===== config.mk =====
export PLATFORM = sky130hd
export DESIGN_NAME = swivm_memseq
export DESIGN_NICKNAME = d
export VERILOG_FILES = /design/src/rtl/swivm_memseq_pkg.sv /design/src/rtl/swivm_rr_arb.sv /design/src/rtl/swivm_memseq.sv
export SDC_FILE = /design/constraint.sdc
export NUM_CORES = 1
export LEC_CHECK = 0
export BUFFER_PORTS_ARGS = -buffer_cell sky130_fd_sc_hd__buf_2
export CAP_MARGIN = 20
export CORE_ASPECT_RATIO = 0.75
export CORE_MARGIN = 2
export CORE_UTILIZATION = 55
export DETAILED_ROUTE_END_ITERATION = 6
export PLACE_DENSITY = 0.85
export SLEW_MARGIN = 25
export SYNTH_ARGS = -nofsm -noshare
export SYNTH_HDL_FRONTEND = slang
export SYNTH_SLANG_ARGS = --single-unit
export TNS_END_PERCENT = 10

===== constraint.sdc =====
create_clock -name i_clk -period 9.34 [get_ports i_clk]
set_input_delay 0.467 -clock i_clk [delete_from_list [all_inputs] [get_ports i_clk]]
set_output_delay 0.467 -clock i_clk [all_outputs]
set_load 0.02 [all_outputs]

===== src/rtl/swivm_memseq_pkg.sv =====
// Shared constants for the memory sequencer: FSM states, MMU commands, size and error codes.
package swivm_memseq_pkg;

  typedef enum logic [1:0] {
    ST_IDLE  = 2'd0,
    ST_ISSUE = 2'd1,
    ST_WAIT  = 2'd2,
    ST_RESP  = 2'd3
  } state_t;

  localparam logic [3:0] MMU_READ  = 4'h1;
  localparam logic [3:0] MMU_WRITE = 4'h2;

  localparam logic [1:0] SZ_BYTE = 2'b00;
  localparam logic [1:0] SZ_BAD  = 2'b01;
  localparam logic [1:0] SZ_HALF = 2'b10;
  localparam logic [1:0] SZ_WORD = 2'b11;

  localparam logic [3:0] ERR_NONE     = 4'h0;
  localparam logic [3:0] ERR_MISALIGN = 4'hE;
  localparam logic [3:0] ERR_TIMEOUT  = 4'hF;

  typedef struct packed {
    logic       fault;
    logic [3:0] err;
  } rsp_status_t;

  // Size code 01 has no legal alignment, so it always faults.
  function automatic logic is_misaligned(input logic [1:0] size, input logic [1:0] addr_lo);
    case (size)
      SZ_BAD:  return 1'b1;
      SZ_HALF: return addr_lo[0];
      SZ_WORD: return addr_lo != 2'b00;
      default: return 1'b0;
    endcase
  endfunction

endpackage


===== src/rtl/swivm_rr_arb.sv =====
// Round-robin arbiter: one-hot grant searching from the channel after the last winner.
module swivm_rr_arb #(
  parameter int unsigned NREQ = 2,
  localparam int unsigned IDX_W = (NREQ > 1) ? $clog2(NREQ) : 1
) (
  input  logic             i_clk,
  input  logic             i_reset,
  input  logic [NREQ-1:0]  i_req,
  input  logic             i_en,
  output logic [NREQ-1:0]  o_grant_c,
  output logic [IDX_W-1:0] o_idx_c
);

  logic [IDX_W-1:0] last_q;
  logic             found;
  int unsigned      cand;

  always_comb begin
    o_grant_c = '0;
    o_idx_c   = '0;
    found     = 1'b0;
    cand      = 0;
    for (int unsigned i = 1; i <= NREQ; i++) begin
      cand = (32'(last_q) + i) % NREQ;
      if (!found && i_req[IDX_W'(cand)]) begin
        found                    = 1'b1;
        o_grant_c[IDX_W'(cand)] = 1'b1;
        o_idx_c                  = IDX_W'(cand);
      end
    end
  end

  // Reset to the top channel so channel 0 wins first.
  always_ff @(posedge i_clk or posedge i_reset) begin
    if (i_reset)
      last_q <= IDX_W'(NREQ - 1);
    else if (i_en && (|i_req))
      last_q <= o_idx_c;
  end

endmodule


===== src/rtl/swivm_memseq.sv =====
// Multi-channel memory access sequencer in front of an MMU command port.
// Define SWIVM_MEMSEQ_TIMEOUT_EN to bound WAIT at TIMEOUT cycles.
module swivm_memseq
  import swivm_memseq_pkg::*;
#(
  parameter int unsigned NREQ    = 2,
  parameter int unsigned DATA_W  = 32,
  parameter int unsigned ADDR_W  = 32,
  parameter int unsigned TIMEOUT = 15
) (
  input  logic                     i_clk,
  input  logic                     i_reset,
  input  logic [NREQ-1:0]          i_req_valid,
  input  logic [NREQ-1:0]          i_req_write,
  input  logic [NREQ-1:0]          i_req_signed,
  input  logic [2*NREQ-1:0]        i_req_size,
  input  logic [ADDR_W*NREQ-1:0]   i_req_addr,
  input  logic [DATA_W*NREQ-1:0]   i_req_wdata,
  output logic [NREQ-1:0]          o_req_ready,
  output logic [NREQ-1:0]          o_rsp_valid,
  output logic [DATA_W-1:0]        o_rsp_data,
  output logic                     o_rsp_fault,
  output logic [3:0]               o_rsp_err,
  output logic [ADDR_W-1:0]        o_addr,
  output logic [DATA_W-1:0]        o_wrdata,
  output logic [1:0]               o_size,
  output logic [3:0]               o_mmu_cmd,
  output logic                     o_mmu_validcmd,
  input  logic [DATA_W-1:0]        i_rddata,
  input  logic                     i_rddata_valid,
  input  logic [3:0]               i_mmu_error
);

  localparam int unsigned IDX_W = (NREQ > 1) ? $clog2(NREQ) : 1;

  state_t              state_q, state_d;
  logic [NREQ-1:0]     arb_grant_c;
  logic [IDX_W-1:0]    arb_idx_c;
  logic                arb_en_c;

  logic [IDX_W-1:0]    ch_q, ch_d;
  logic                write_q, write_d;
  logic                signed_q, signed_d;
  logic [1:0]          size_q, size_d;
  logic [ADDR_W-1:0]   addr_q, addr_d;
  logic [DATA_W-1:0]   wdata_q, wdata_d;
  logic [DATA_W-1:0]   pend_data_q, pend_data_d;
  rsp_status_t         pend_q, pend_d;

  logic [NREQ-1:0]     ready_d, rsp_valid_d;
  logic [DATA_W-1:0]   rsp_data_d, wrdata_d;
  logic                rsp_fault_d, validcmd_d;
  logic [3:0]          rsp_err_d, cmd_d;
  logic [ADDR_W-1:0]   oaddr_d;
  logic [1:0]          osize_d;

`ifdef SWIVM_MEMSEQ_TIMEOUT_EN
  localparam int unsigned CNT_W = $clog2(TIMEOUT + 1);
  logic [CNT_W-1:0]    cnt_q, cnt_d;
`endif

  swivm_rr_arb #(.NREQ(NREQ)) u_arb (
    .i_clk     (i_clk),
    .i_reset   (i_reset),
    .i_req     (i_req_valid),
    .i_en      (arb_en_c),
    .o_grant_c (arb_grant_c),
    .o_idx_c   (arb_idx_c)
  );

  function automatic logic [DATA_W-1:0] extend(input logic [DATA_W-1:0] d,
                                               input logic [1:0] sz, input logic sgn);
    case (sz)
      SZ_BYTE: return {{(DATA_W-8){sgn & d[7]}}, d[7:0]};
      SZ_HALF: return {{(DATA_W-16){sgn & d[15]}}, d[15:0]};
      default: return d;
    endcase
  endfunction

  always_ff @(posedge i_clk or posedge i_reset) begin
    if (i_reset) state_q <= ST_IDLE;
    else         state_q <= state_d;
  end

  // Next state, latched request, pending response and registered output values.
  always_comb begin
    state_d     = state_q;
    arb_en_c    = 1'b0;
    ch_d        = ch_q;
    write_d     = write_q;
    signed_d    = signed_q;
    size_d      = size_q;
    addr_d      = addr_q;
    wdata_d     = wdata_q;
    pend_data_d = pend_data_q;
    pend_d      = pend_q;
    ready_d     = '0;
    rsp_valid_d = '0;
    rsp_data_d  = o_rsp_data;
    rsp_fault_d = o_rsp_fault;
    rsp_err_d   = o_rsp_err;
    validcmd_d  = 1'b0;
    cmd_d       = o_mmu_cmd;
    oaddr_d     = o_addr;
    wrdata_d    = o_wrdata;
    osize_d     = o_size;
`ifdef SWIVM_MEMSEQ_TIMEOUT_EN
    cnt_d       = cnt_q;
`endif
    case (state_q)
      ST_IDLE: begin
        // The ready pulse is shown while still in IDLE; leave on the following edge.
        if (|o_req_ready) begin
          state_d = ST_ISSUE;
        end else if (|i_req_valid) begin
          arb_en_c = 1'b1;
          ready_d  = arb_grant_c;
          ch_d     = arb_idx_c;
          write_d  = i_req_write[arb_idx_c];
          signed_d = i_req_signed[arb_idx_c];
          size_d   = i_req_size[int'(arb_idx_c)*2 +: 2];
          addr_d   = i_req_addr[int'(arb_idx_c)*ADDR_W +: ADDR_W];
          wdata_d  = i_req_wdata[int'(arb_idx_c)*DATA_W +: DATA_W];
        end
      end
      ST_ISSUE: begin
        if (is_misaligned(size_q, addr_q[1:0])) begin
          pend_d.fault = 1'b1;
          pend_d.err   = ERR_MISALIGN;
          pend_data_d  = '0;
          state_d      = ST_RESP;
        end else begin
          validcmd_d = 1'b1;
          cmd_d      = write_q ? MMU_WRITE : MMU_READ;
          oaddr_d    = addr_q;
          wrdata_d   = wdata_q;
          osize_d    = size_q;
          state_d    = ST_WAIT;
`ifdef SWIVM_MEMSEQ_TIMEOUT_EN
          cnt_d      = '0;
`endif
        end
      end
      ST_WAIT: begin
        if (i_rddata_valid) begin
          state_d = ST_RESP;
          if (i_mmu_error != ERR_NONE) begin
            pend_d.fault = 1'b1;
            pend_d.err   = i_mmu_error;
            pend_data_d  = '0;
          end else begin
            pend_d.fault = 1'b0;
            pend_d.err   = ERR_NONE;
            pend_data_d  = write_q ? '0 : extend(i_rddata, size_q, signed_q);
          end
        end
`ifdef SWIVM_MEMSEQ_TIMEOUT_EN
        else if (cnt_q == CNT_W'(TIMEOUT - 1)) begin
          state_d      = ST_RESP;
          pend_d.fault = 1'b1;
          pend_d.err   = ERR_TIMEOUT;
          pend_data_d  = '0;
        end else begin
          cnt_d = cnt_q + 1'b1;
        end
`endif
      end
      ST_RESP: begin
        rsp_valid_d = NREQ'(1) << ch_q;
        rsp_data_d  = pend_data_q;
        rsp_fault_d = pend_q.fault;
        rsp_err_d   = pend_q.err;
        state_d     = ST_IDLE;
      end
      default: state_d = ST_IDLE;
    endcase
  end

  always_ff @(posedge i_clk or posedge i_reset) begin
    if (i_reset) begin
      ch_q           <= '0;
      write_q        <= 1'b0;
      signed_q       <= 1'b0;
      size_q         <= '0;
      addr_q         <= '0;
      wdata_q        <= '0;
      pend_data_q    <= '0;
      pend_q         <= '0;
      o_req_ready    <= '0;
      o_rsp_valid    <= '0;
      o_rsp_data     <= '0;
      o_rsp_fault    <= 1'b0;
      o_rsp_err      <= '0;
      o_mmu_validcmd <= 1'b0;
      o_mmu_cmd      <= '0;
      o_addr         <= '0;
      o_wrdata       <= '0;
      o_size         <= '0;
    end else begin
      ch_q           <= ch_d;
      write_q        <= write_d;
      signed_q       <= signed_d;
      size_q         <= size_d;
      addr_q         <= addr_d;
      wdata_q        <= wdata_d;
      pend_data_q    <= pend_data_d;
      pend_q         <= pend_d;
      o_req_ready    <= ready_d;
      o_rsp_valid    <= rsp_valid_d;
      o_rsp_data     <= rsp_data_d;
      o_rsp_fault    <= rsp_fault_d;
      o_rsp_err      <= rsp_err_d;
      o_mmu_validcmd <= validcmd_d;
      o_mmu_cmd      <= cmd_d;
      o_addr         <= oaddr_d;
      o_wrdata       <= wrdata_d;
      o_size         <= osize_d;
    end
  end

`ifdef SWIVM_MEMSEQ_TIMEOUT_EN
  always_ff @(posedge i_clk or posedge i_reset) begin
    if (i_reset) cnt_q <= '0;
    else         cnt_q <= cnt_d;
  end
`endif

endmodule


# --- Word level (Yosys, flattened, before mapping) ---
# Cells that the tools add are included.
op_classes:
  bitwise_logic: 5
  n_div: 0
  muxes: 43
  n_reduce_logical: 16
  shift: 4
  n_mul: 0
  n_lt_le_gt_ge: 5
  n_addsub: 2
  eq_ne: 9
ops:
  columns: ["op", "n"]
  rows:
  - ["$mux W32", 4]
  - ["$pmux W32 S2", 2]
  - ["$shiftx A64 B7 Y32", 2]
  - ["$mux W1", 20]
  - ["$mux W2", 9]
  - ["$mux W5", 3]
  - ["$pmux W5 S2", 1]
  - ["$eq A2 B2 Y1 const B", 4]
  - ["$pmux W2 S4", 1]
  - ["$lt A1 B2 Y1 const B", 3]
  - ["$ne A2 B2 Y1 const B", 3]
  - ["$reduce_and A3 Y1", 2]
  - ["$eq A2 B1 Y1 const B", 2]
  - ["$logic_and A1 B1 Y1", 4]
  - ["$logic_not A2 Y1", 2]
  - ["$reduce_and A2 Y1", 2]
  - ["$reduce_bool A2 Y1", 2]
  - ["$reduce_bool A4 Y1", 1]
  - ["$reduce_or A2 Y1", 2]
  - ["$shiftx A4 B3 Y2", 1]
  - ["$pmux W1 S3", 1]
  - ["$add A1 B1 Y1 const B", 2]
  - ["$and A1 B1 Y1", 2]
  - ["$demux W1 S1", 2]
  - ["other kinds (5)", 7]
totals:
  ramBits: 0
  output_inout_bits: 112
  mem_count: 0
  inputBits: 177
  regBits: 221
  rom_bits: 0
  latchBits: 0

# --- Longest topological paths before layout ---
depth:
  word_depth: 11
  mapped_depth: 8
  ltp_nobuf: 6

# --- By module ---
# From an unflattened synthesis, not the netlist that was laid out.
unflattened:
  hier_cells: 720
  hier_area_um2: 9107.5
modules_own_cells:
  columns: ["mod", "cells_per_inst", "seq_area_each_um2", "area_each_um2", "instances"]
  rows:
  - ["swivm_memseq", 712, 5455.2, 9039.9, 1]
  - ["swivm_rr_arb", 8, 26.3, 67.6, 1]

# --- Worst setup path before layout ---
# No wires, ideal clock.
synth_timing:
  path_kind: "register to register"
  from: "register state_q[0]"
  to: "register pend_data_q[16]"
  required_time_ns: 9.248
  arrival_time_ns: 2.027
  slack_ns: 7.221
  stages_incl_launch_ff: 9
  path_cell_list: "dfrtp_1 inv_1 ha_1 nand2b_1 or4b_1 or2_1 buf_6 buf_6 o31ai_2"
synth_via:
  elab_chain_cells: 3
  elab_cells_between_ends: 7
  cone_classes: "eq/ne: 4; mux: 1; reduce/logical: 2"
synth_rtl:
  columns: ["item", "line", "text"]
  rows:
  - ["from (decl)", "swivm_memseq.sv:36", "state_t state_q, state_d;"]
  - ["from (signal assigned)", "swivm_memseq.sv:82", "else state_q <= state_d;"]
  - ["$eq A2 B1 Y1 or $eq A2 B2 Y1 (tied branches)", "swivm_memseq.sv:110", "case (state_q)"]
  - ["$ne A2 B2 Y1 (no line) or $reduce_bool A2 Y1 (tied branches)", null, null]
  - ["$reduce_and A3 Y1 (no line)", null, null]
  - ["to (signal assigned)", "swivm_memseq.sv:206", "pend_data_q <= pend_data_d;"]
  - ["to (decl)", "swivm_memseq.sv:47", "logic [DATA_W-1:0] pend_data_q, pend_data_d;"]
# Several ways; a longest one is shown, not always the timed one.
# A chain may end at the register's enable or synchronous reset.

# --- Worst setup path after layout ---
layout_timing:
  from: "register state_q[0]"
  to: "register wdata_q[10]"
layout_via:
  elab_chain_cells: 2
layout_rtl:
  columns: ["item", "line", "text"]
  rows:
  - ["$logic_not A2 Y1", "swivm_memseq.sv:110", null]
  - ["$reduce_and A3 Y1 (no line)", null, null]
  - ["to (signal assigned)", "swivm_memseq.sv:205", "wdata_q <= wdata_d;"]
  - ["to (decl)", "swivm_memseq.sv:46", "logic [DATA_W-1:0] wdata_q, wdata_d;"]
# No other way between the ends.

==> results.toml <==
[grt]
antenna_found_initial = 1
first_global_vias = 6214
grt_pass1_wl_um = 32500
grt_max_degree = 145
grt_overflow_total = 0
track_usage_pct = 23.0

[worst_hold_path]
worstHoldPathType = "input port to asynchronous set/reset pin"

[status]
status = "finished clean"

[pwr]
clkPwrFrac_pct = 21.1
seqPwrFrac_pct = 41.3
combPwrFrac_pct = 37.5
ir_drop_mv = 0.182
p_sw_share_pct = 36.9
p_switching_mw = 1.35
p_leak_nw = 5.48
power.internal_mw = 2.30
powerDensity_mw_per_mm2 = 322

[yosys]
synth_top_area_share_pct = 59.8
synthTopCellsByArea = "dfrtp_1 (60%), mux2_2 (13%), mux2i_1 (7.7%), a21oi_1 (4.0%), nor2_1 (2.9%)"
synth-seq-cells = 219
synthTopCellsByCount = "dfrtp_1 (218), mux2_2 (106), a21oi_1 (72)"
synth_top_area_cell = "dfrtp_1"
synthCells = 718
syn_avg_cell_area_um2 = 12.7
async_reset_ff_share_pct = 100
synth_seq_area_share_pct = 60.1
ys_types = 34
synth_flop_cell = "dfrtp_1"
yosysMostFrequentCell = "dfrtp_1"
synth_area_mm2 = 0.00911
synth_edf_count = 0
yosys_warnings = 0

[setup_path]
r2r-start = "state_q[0]$_DFFE_PP0P_"
required_ns = 9.74
path_cells = "inv_1, ha_1, nor3b_1, o21a_4, buf_4, nor2_1, a21oi_1"
critPathMaxFanout = 74
startpoint = "state_q[0]$_DFFE_PP0P_"
slowest_delay_ns = 0.75
path_class = "flip-flop to flip-flop"
start_kind = "flip-flop"
crit_path_top_delay_cell = "o21a_4"
cp.arrival_ns = 3.51
crit_buf_inv = 2
end_kind = "flip-flop"
crit_family = "compound AO/OA/AOI/OAI gates"

[clocking]
path_clk_slew_ns = 0.06
cts_tree = "done"
cts_buffers = 21
cts_resized = 0
clock_latency_ns = 0.48
clock-sinks = 219
postCtsSetupRepairBufs = 0
htreeDepth = 1
hold_buffers = 0
cts_buffer_depth = 3
clock_tree.root_cell = "clkbuf_16"

[sta]
finalSetupTns_ns = 0
setup_slack_ns = 6.23
fmax_mhz = 321
worst_slew_pin_slew_ns = 0.907
layout_min_cycle_time_ns = 3.11
setup_viol = 0
finalMaxSlewViolations = 0
rsz0062_at_grt = "false"
min_period_over_period_pct = 33.3
clock_skew_ns = 0.0116
slew_headroom_pct = 39.4
finalHoldViolations = 0

[finish]
drive_gt1_share_pct = 44.6
finalCoreUtilization_pct = 70.3
final_nets = 1167
areaGrowthSynthToFinish_pct = 24.2
stdcell_count = 1207

[routing]
routed_wirelength_um = 20500
via_count = 6444
vias_per_cell = 5.34
drtAntennaViolNets = 0
drc = 0
drtIter0Drc = 361
dr.pass1.iters = 4
wl_per_cell_um = 17.0

[placed_design]
io_buffers = 286
dpl.hpwl_um = 14300
post-place-ws_ns = 6.28
dpl.cell_count = 1171
gp_congestion = 0.778

[flow_run]
drv_cap = 0

[floorplan]
core_mm2 = 0.0161
die_x_um = 153
start_util_pct = 56.6
die_h_um = 115
num_rows = 40
io_pins = 289
die-area_mm2 = 0.0176
## path summary, 6_finish.rpt
check                                                   to  slack, ns  cells after the start
worst max-delay path               wdata_q[10]$_DFFE_PP0P_       6.23                      7
worst min-delay path               o_wrdata[9]$_DFFE_PP0P_       0.04                      2
worst max register to register     wdata_q[10]$_DFFE_PP0P_       6.23                      7
worst min register to register    o_rsp_valid[0]$_DFF_PP0_       0.45                      1
max in group asynchronous       o_rsp_data[12]$_DFFE_PP0N_       8.19                      4
min in group i_clk              pend_data_q[4]$_DFFE_PP0P_       0.21                      2
## power groups by stage
stage	clock network (mW)	logic, mW	registers, mW
final	0.770	1.37	1.51
after global routing	0.822	1.49	1.55
after CTS	0.786	1.38	1.51
after detailed placement	0	1.38	1.52
after global placement	0	1.33	1.50
after floorplan	0	0.785	1.67
## layout make-up
class	count	area [um^2]
diodes	1	2.50
clock inverters	3	17.5
clock buffers	31	593
flip-flops and latches	219	5480
inverters	8	42.5
fillers	1157	4790
well taps	210	263
multi-input cells	441	3410
repair buffers	294	1510
## per-stage QoR
stage	power, mW	cell area [um^2]	hold WS (ns)
6_report	3.64	11300	0.0369
5_1_grt	3.87	11300	0.145
4_1_cts	3.68	11300	0.188
3_3_place_gp	2.84	10700	0.434
3_5_place_dp	2.90	10700	0.450
2_1_floorplan	2.45	9120	0.417
## worst register-to-register path, stage by stage, from the launching register on
cell and delay (ns):
dfrtp_1 0.40, inv_1 0.16, ha_1 0.18, nor3b_1 0.58, o21a_4 0.75, buf_4 0.67
nor2_1 0.14, a21oi_1 0.14
## cell usage in the layout (no fill, tap or decap), types with 10 or more instances in the layout
master and n:
nand2_1 12, buf_2 286, o21ai_0 34, nor2b_1 19, o31ai_2 10, mux2i_1 70, a22o_1 17, mux2_2 106
nor2_1 71, dfrtp_1 218, clkbuf_16 21, a21oi_1 72
## cells by family (layout without fill, tap and decap cells)
logic type	count (synthesis)	in the layout	share of synthesized area (%)
DFF	219	219	60.1
muxes	176	176	20.8
AOI/OAI and AO/OA	145	145	9.90
and+or+nand+nor	113	113	5.56
buffers and inverters	59	336	2.90
adders and majority gates	5	5	0.686
other	1	3	0.0411
## state kept, by name (all words and copies together), names as in the netlist, 4 cells and up
register,cells
o_wrdata,32
wdata_q,32
pend_data_q,32
o_rsp_data,32
o_addr,32
addr_q,32
o_rsp_err,4
pend_q,5
## routing by layer
layer / part of all wire (%) / wire (um) / track usage, % / vias to the layer above
met5: 0 / 0 / 0 / -
met1: 44 / 9080 / 32.3 / 3150
li1: - / - / - / 3050
met2: 48 / 9800 / 38.2 / 209
met4: 2.2 / 461 / 5.43 / 0
met3: 5.9 / 1200 / 4.26 / 35
Note: power is estimated with default switching activity, not from simulation.
